**config.mk**
```make
export PLATFORM = sky130hd
export DESIGN_NAME = mem_stage
export DESIGN_NICKNAME = d
export VERILOG_FILES = /design/src/rtl/mem_stage.sv
export SDC_FILE = /design/constraint.sdc
export NUM_CORES = 1
export LEC_CHECK = 0
export ABC_AREA = 0
export BUFFER_PORTS_ARGS = -buffer_cell sky130_fd_sc_hd__buf_2
export CAP_MARGIN = 20
export CORE_UTILIZATION = 32
export CTS_CLUSTER_DIAMETER = 200
export DETAILED_ROUTE_END_ITERATION = 8
export PLACE_DENSITY = 0.57
export SKIP_LAST_GASP = 1
export SLEW_MARGIN = 20
export SYNTH_ARGS = -nofsm -noshare
export SYNTH_HDL_FRONTEND = slang
export SYNTH_SLANG_ARGS = --single-unit
```
**constraint.sdc**
```tcl
create_clock -name clk -period 1.96 [get_ports clk]
set_input_delay 0.098 -clock clk [delete_from_list [all_inputs] [get_ports clk]]
set_output_delay 0.098 -clock clk [all_outputs]
set_load 0.01 [all_outputs]
```
**src/rtl/mem_stage.sv**
```systemverilog
// mem_stage: pipeline MEM stage sitting directly after execute.
//   Takes the registered EX/MEM word, runs the single-outstanding data-memory
//   handshake, extracts and extends load data, and registers the MEM/WB word.
//   That word is also the MEM/WB forwarding source for execute.
//
// Ports:
//   clk, rst_n            clock (rising edge) / asynchronous active-low reset
//   ex_mem_reg            registered EX/MEM word
//   ex_mem_valid          EX/MEM word carries a live instruction
//   mem_ready             stage accepts ex_mem_reg this cycle (upstream freezes when low)
//   dmem_addr/rmask/      data-memory request; masks of zero mean no access
//   wmask/wdata
//   dmem_rdata, dmem_resp read data and one-cycle completion pulse
//   mem_wb_reg            registered MEM/WB word
//   mem_wb_valid          mem_wb_reg carries a live instruction

package rv32i_types;

  typedef struct packed {
    logic [31:0] pc;
    logic [31:0] pc_next;
    logic [31:0] inst;
    logic [4:0]  rs1_s;
    logic [4:0]  rs2_s;
    logic [31:0] rs1_v;
    logic [31:0] rs2_v;
    logic [4:0]  rd_s;
    logic [31:0] rd_v;
    logic        regf_we;
    logic        commit;
    logic        bubble;
    logic [2:0]  funct3;
    logic [31:0] dmem_addr;
    logic [3:0]  rmask;
    logic [3:0]  wmask;
    logic [31:0] wdata;
    logic [1:0]  dmem_shift_bits;
  } ex_mem_reg_t;

  typedef struct packed {
    logic [31:0] pc;
    logic [31:0] pc_next;
    logic [31:0] inst;
    logic [4:0]  rs1_s;
    logic [4:0]  rs2_s;
    logic [31:0] rs1_v;
    logic [31:0] rs2_v;
    logic [4:0]  rd_s;
    logic [31:0] rd_v;
    logic        regf_we;
    logic        commit;
    logic [31:0] dmem_addr;
    logic [3:0]  rmask;
    logic [3:0]  wmask;
    logic [31:0] wdata;
    logic [31:0] rdata;
  } mem_wb_reg_t;

endpackage

module mem_stage
  import rv32i_types::*;
(
  input  logic        clk,
  input  logic        rst_n,
  input  ex_mem_reg_t ex_mem_reg,
  input  logic        ex_mem_valid,
  output logic        mem_ready,
  output logic [31:0] dmem_addr,
  output logic [3:0]  dmem_rmask,
  output logic [3:0]  dmem_wmask,
  output logic [31:0] dmem_wdata,
  input  logic [31:0] dmem_rdata,
  input  logic        dmem_resp,
  output mem_wb_reg_t mem_wb_reg,
  output logic        mem_wb_valid
);

  typedef enum logic [0:0] {
    S_IDLE = 1'b0,
    S_WAIT = 1'b1
  } state_t;

  state_t      state, state_next;
  ex_mem_reg_t req;
  logic        accept;
  logic        is_mem;
  logic        issue;
  logic [31:0] load_data;
  mem_wb_reg_t wb_resp;
  logic        unused_bits;

  // funct3: 000 lb, 001 lh, 010 lw, 100 lbu, 101 lhu.
  function automatic logic [31:0] load_extract(input logic [2:0]  funct3,
                                               input logic [1:0]  sh,
                                               input logic [31:0] rdata);
    logic [7:0]  b;
    logic [15:0] h;
    logic [31:0] r;
    b = rdata[{sh, 3'b000} +: 8];
    h = rdata[{sh[1], 4'b0000} +: 16];
    case (funct3)
      3'b000:  r = {{24{b[7]}}, b};
      3'b001:  r = {{16{h[15]}}, h};
      3'b100:  r = {24'h000000, b};
      3'b101:  r = {16'h0000, h};
      default: r = rdata;
    endcase
    return r;
  endfunction

  function automatic mem_wb_reg_t to_wb(input ex_mem_reg_t w);
    mem_wb_reg_t o;
    o           = '0;
    o.pc        = w.pc;
    o.pc_next   = w.pc_next;
    o.inst      = w.inst;
    o.rs1_s     = w.rs1_s;
    o.rs2_s     = w.rs2_s;
    o.rs1_v     = w.rs1_v;
    o.rs2_v     = w.rs2_v;
    o.rd_s      = w.rd_s;
    o.rd_v      = w.rd_v;
    o.regf_we   = w.regf_we;
    o.commit    = w.commit;
    o.dmem_addr = w.dmem_addr;
    o.rmask     = w.rmask;
    o.wmask     = w.wmask;
    o.wdata     = w.wdata;
    return o;
  endfunction

  // The latched copy never carries a bubble, so that bit is not consumed.
  assign unused_bits = req.bubble;

  assign load_data = load_extract(req.funct3, req.dmem_shift_bits, dmem_rdata);

  // Completion word: loads write back extracted data, stores only commit.
  always_comb begin
    wb_resp        = to_wb(req);
    wb_resp.commit = 1'b1;
    if (|req.rmask) begin
      wb_resp.regf_we = 1'b1;
      wb_resp.rd_v    = load_data;
      wb_resp.rdata   = dmem_rdata;
    end else begin
      wb_resp.regf_we = 1'b0;
    end
  end

  // Request side: in S_IDLE the request goes out combinationally in the accept
  // cycle; in S_WAIT it is replayed from the latch until the response arrives.
  always_comb begin
    accept     = ex_mem_valid & ~ex_mem_reg.bubble;
    is_mem     = |(ex_mem_reg.rmask | ex_mem_reg.wmask);
    issue      = 1'b0;
    state_next = state;
    mem_ready  = 1'b1;
    dmem_addr  = '0;
    dmem_rmask = '0;
    dmem_wmask = '0;
    dmem_wdata = '0;
    case (state)
      S_IDLE: begin
        if (accept && is_mem) begin
          issue      = 1'b1;
          state_next = S_WAIT;
          dmem_addr  = ex_mem_reg.dmem_addr;
          dmem_rmask = ex_mem_reg.rmask;
          dmem_wmask = ex_mem_reg.wmask;
          dmem_wdata = ex_mem_reg.wdata;
        end
      end
      S_WAIT: begin
        mem_ready  = 1'b0;
        dmem_addr  = req.dmem_addr;
        dmem_rmask = req.rmask;
        dmem_wmask = req.wmask;
        dmem_wdata = req.wdata;
        if (dmem_resp) begin
          state_next = S_IDLE;
        end
      end
      default: state_next = S_IDLE;
    endcase
  end

  // MEM/WB boundary: valid, commit and regf_we drop every cycle nothing retires.
  always_ff @(posedge clk or negedge rst_n) begin
    if (!rst_n) begin
      state        <= S_IDLE;
      req          <= '0;
      mem_wb_reg   <= '0;
      mem_wb_valid <= 1'b0;
    end else begin
      state              <= state_next;
      mem_wb_valid       <= 1'b0;
      mem_wb_reg.commit  <= 1'b0;
      mem_wb_reg.regf_we <= 1'b0;
      case (state)
        S_IDLE: begin
          if (issue) begin
            req <= ex_mem_reg;
          end else if (accept) begin
            mem_wb_reg   <= to_wb(ex_mem_reg);
            mem_wb_valid <= 1'b1;
          end
        end
        S_WAIT: begin
          if (dmem_resp) begin
            mem_wb_reg   <= wb_resp;
            mem_wb_valid <= 1'b1;
          end
        end
        default: ;
      endcase
    end
  end

endmodule
```
* Word-level counts from Yosys, hierarchy flattened
Index checks and enable logic that the tools add are counted.
Word-level totals: bits in registers 599, input port bits 323, output and inout bits 387, word-level logic and storage cells 76
Operators by class: eq/ne operators 6, shift-type cells 2, mux-type cells 25, bitwise operators 4, reductions and logical operators 6
Operator list (number):
- $mux 313 | 3
- $pmux 313 s2 | 1
- $mux 32 | 4
- $pmux 32 s2 | 2
- $pmux 32 s4 | 1
- $shiftx 32x6->16 | 1
- $shiftx 32x6->8 | 1
- $pmux 4 s2 | 2
- $mux 1 | 8
- $mux 4 | 2
- $reduce_or 4->1 | 2
- $eq 3x3->1 const B | 2
- $ne 2x2->1 const B | 3
- $or 4x4->4 | 1
- $pmux 1 s2 | 2
- $eq 3x1->1 const B | 1
- $logic_not 3->1 | 1
- $reduce_and 3->1 | 1
- $not 1->1 | 2
- $reduce_and 2->1 | 1
- $and 1x1->1 | 1
- $logic_and 1x1->1 | 1

* Longest topological paths before layout
word-level depth 7, mapped depth 8, mapped depth without buffers 4

* Worst setup path after synthesis
No wires, ideal clock.
path type register -> register, start point reg req[40] (netlist name), end point reg mem_wb_reg[121] (netlist name), setup time 133 ps, data arrival time 1528 ps, data required time 1827 ps, slack 299 ps, stages on the path, launching flop included 7, path buffers 2, period minus slack after synthesis 1661 ps, path through dfrtp_1 > or4_1 > buf_2 > buf_2 > o21ai_1 > o21bai_1 > o211ai_1
On the way: word-level cells in the longest chain between the ends 4
Ends and longest elaborated chain:
- start, declared | line 85 | ex_mem_reg_t req;
- start signal, assigned | line 203 | req <= ex_mem_reg;
- $reduce_or 4->1 | line 142 | if (|req.rmask) begin
- $mux 32 | line 142
- $mux 313 | line 210 | if (dmem_resp) begin
- $pmux 313 s2 | line 200 | case (state)
- end signal, assigned | line 205 | mem_wb_reg <= to_wb(ex_mem_reg);
- end signal, assigned | line 211 | mem_wb_reg <= wb_resp;
- end, declared | line 75 | output mem_wb_reg_t mem_wb_reg,
No other way between the ends. The select of a mux whose other input is x is not followed. A chain may end at the register's enable or synchronous reset.

* Worst setup path after layout
start point reg state, end point out dmem_wdata[13]
On the way: word-level cells in the longest chain between the ends 2
Ends and longest elaborated chain:
- start, declared | line 84 | state_t state, state_next;
- start signal, assigned | line 196 | state <= state_next;
- $not 1->1 (no source line)
- $pmux 32 s2 (*) | line 163 | case (state)
- end, declared | line 72 | output logic [31:0] dmem_wdata,
Every way passes the cells marked *; elsewhere a longest branch is shown, timed or not.

==> results.toml <==
[outcome]
status = "finished with violations"
violated_checks = "setup timing"

[power]
power.density_nw_per_um2 = 1100
ir_drop_mv = 0.704
total_power_w = 0.0425
leakage_nw = 18.6

[clocking]
cts_made_buffers = 70
clock_sinks = 599
ctsHtreeMaxLevel = 3
clkTransAtPathRegs_ps = 60
clock_latency_ps = 590
cts_tree = "yes"
cts_buffer_depth = 3
cts_root_buffer = "clkbuf_16"

[synthesis]
yosys-top-cells-count = "dfrtp_1, nand2_1, a22oi_2"
synth_top_area_share_pct = 56.3
synth-edff-count = 0
synth.lib_cells_used.distinct = 44
synth-seq-cells = 599
post_synth_instance_area_um2 = 26600
syn_nets = 2466
synthCells = 2143
async_set_reset_flop_share_out_of_synthesis_pct = 100
synth_top_area_cell = "dfrtp_1"
seq_area_frac_synth_pct = 56.3
syn_area_per_cell_um2 = 12.4
yosys.cell_count.top_type = "dfrtp_1"
yosys_most_used_dff = "dfrtp_1"
ys_warn_count = 0
synth_top_cells_by_area = "dfrtp_1, a22oi_2, mux2_2, nand2_1, a22o_1"

[sta]
rsz0062_at_grt = "true"
hold_viol = 0
report.final.setup_viol = 405
totalNegativeSetupSlack_ps = -33520
worst_path_setup_slack_after_routing_ps = -381
slew_violations = 0
max_freq_mhz = 427
final.setup_skew_ps = 28.6
final.period_utilization_pct = 119
slew_headroom_pct = 56.6
timing_worst_slew_pin_value_ps = 650
layout_min_cycle_time_ps = 2340

[worst_setup_path]
crit_slowest_cell = "dfrtp_4"
crit_path_cells = "nor3b_4 -> buf_6 -> and2_4 -> buf_12 -> buf_12 -> a22o_1 -> buf_2"
timing.critical_path.slowest_cell_delay_ps = 480
critical_path.top_delay_family = "buffers and inverters"
cp.arrival_ps = 2240
crit_buf_inv = 4
critical_path_required_ps = 1860
worst_r2r_path_cells = 11
largest_driver_fanout_on_the_critical_path = 9
crit_cells = 7
timing.critical_path.to_type = "primary output"
worstSetupStartpointType = "register"
timing.setup.critical_path_class = "reg -> out"
cp_common_cell = "buf_12"

[cells_and_area]
layout-drive-gt1-share_pct = 42.8
largest_reg_flops = 313
layout.filler_cells = 7456
area_delta_synth_final_pct = 45.1
nNetsFinal = 3592

[routing]
drtPass1Iterations = 5
final_antenna_net_count = 0
remaining_drc_errors = 0
vias = 21981
drtIter0Drc = 1486
vias_per_cell = 5.01
drt-wirelength-per-cell_um = 21.5
routed_wl_um = 94400

[flow_run]
maxCapViolCount = 0

[die]
die-area_um2 = 84400
core_area_um2 = 82200
io_pins = 710
num_rows = 105
chipWidth_um = 291
floorplan.die.height_um = 291
initial_utilization_pct = 32.4

[grt]
grt_first_pass_wirelength_um = 136000
grt_use_total_pct = 20.6
grt_overflow_total = 0
grt_pass1_vias = 22397
largest_net_degree_at_the_start_of_global_routing = 63
number_of_antenna_violations_at_the_first_check_in_global_routing = 3

[placed_design]
place_hpwl_um = 61000
placement.io_buffers = 709
gp_routability_congestion = 0.872

[min_path]
min-delay-path-class = "in -> reg"
hold-path-cell-count = 4
==> what timing repair did <==
item | CTS | global route
endpoints found under the hold margin | 965 | 0
pin swaps | 7 | 6
hold buffers | 323 | 0
gates resized for setup | 12 | 47
endpoints found under the setup margin | 79 | 231
gates cloned | 5 | 26
buffers inserted | 10 | 29
==> worst paths after layout <==
check                           slack [ps]       startpoint              end
worst max register to register        -100            state   mem_wb_reg[76]
min in group asynchronous              550            rst_n  mem_wb_reg[124]
worst min-delay path                   140   ex_mem_reg[77]          req[39]
worst max-delay path                  -380            state   dmem_wdata[13]
max in group asynchronous              120            rst_n          req[32]
worst min register to register         470  mem_wb_reg[264]  mem_wb_reg[264]
==> worst reg2reg max path, stage by stage (launching register included) <==
cell,delay (ps)
dfrtp_4,480
nor3b_4,230
buf_6,120
buf_4,100
buf_8,90
buf_4,100
a31oi_4,150
buf_12,200
buf_4,150
buf_12,160
nand2_1,100
nand2_1,50
==> layer usage <==
metal	vias up	routed length (um)	part of all wire, %	GRT usage [%]
met4	2	3100	3.3	6.93
met3	193	6490	6.9	4.58
met2	791	45000	48	33.9
met5	-	13	0.014	0
met1	11069	39800	42	26.7
li1	9926	-	-	-
==> cell type report <==
cell class	instances	area, um2	area share, %
Antenna cell	2	5.00	0.0129
Clock buffer	102	2030	5.26
Clock inverter	20	236	0.612
Inverter	3	11.3	0.0291
Multi-Input combinational cell	1377	10600	27.4
Sequential cell	599	15000	38.8
Tap cell	1070	1340	3.46
Timing Repair Buffer	1218	9460	24.5
==> cells in the final DEF, fill, tap and decap left out, types with 8 or more instances in the layout <==
cell           synthesis  layout
clkbuf_16              0      94
o21ai_0               16      14
buf_12                22      44
nand3_1               33      33
nand2_1              538     535
nand3b_1               9       9
and2_1                10       8
mux2i_1               16      16
o211ai_1              22      22
dlygate4sd3_1          0     323
mux2_1                85      85
a22oi_2              200     201
mux2_2               192     192
nor2_1                11      10
clkinv_2               0      10
a22oi_1               55      54
a21o_1                24      24
a22o_1               120     113
buf_6                  8      16
clkbuf_1              49      17
buf_2                 57     703
clkbuf_8               0      14
buf_4                 24      91
buf_16                 0      10
dfrtp_1              599     598
==> power by group <==
group | total (W) | internal (W) | leakage [nW] | switching, W
combinational | 0.0114 | 0.00543 | 10.2 | 0.00593
sequential | 0.0181 | 0.0158 | 7.30 | 0.00233
clock | 0.0130 | 0.00773 | 1.12 | 0.00529
==> metrics by stage <==
stage	utilization [%]	setup WS, ps	hold slack (ps)	instances	cell area, um2
after floorplan	-	299	-198	2143	26600
after global placement	38.8	13.0	45.2	3883	31900
after detailed placement	38.8	-29.3	47.6	3883	31900
after CTS	45.8	-463	61.8	4339	37600
after global routing	47.0	-455	113	4390	38600
final	47.0	-381	136	4391	38600
==> logic make-up after synthesis <==
group,count (synthesis),synth area share [%]
AO/OA/AOI/OAI,463,17.3
buffers and inverters,169,4.56
flip-flops,599,56.3
multiplexers,294,12.4
AND/OR/NAND/NOR,618,9.47
No activity file was read; power rests on OpenSTA's default activity.
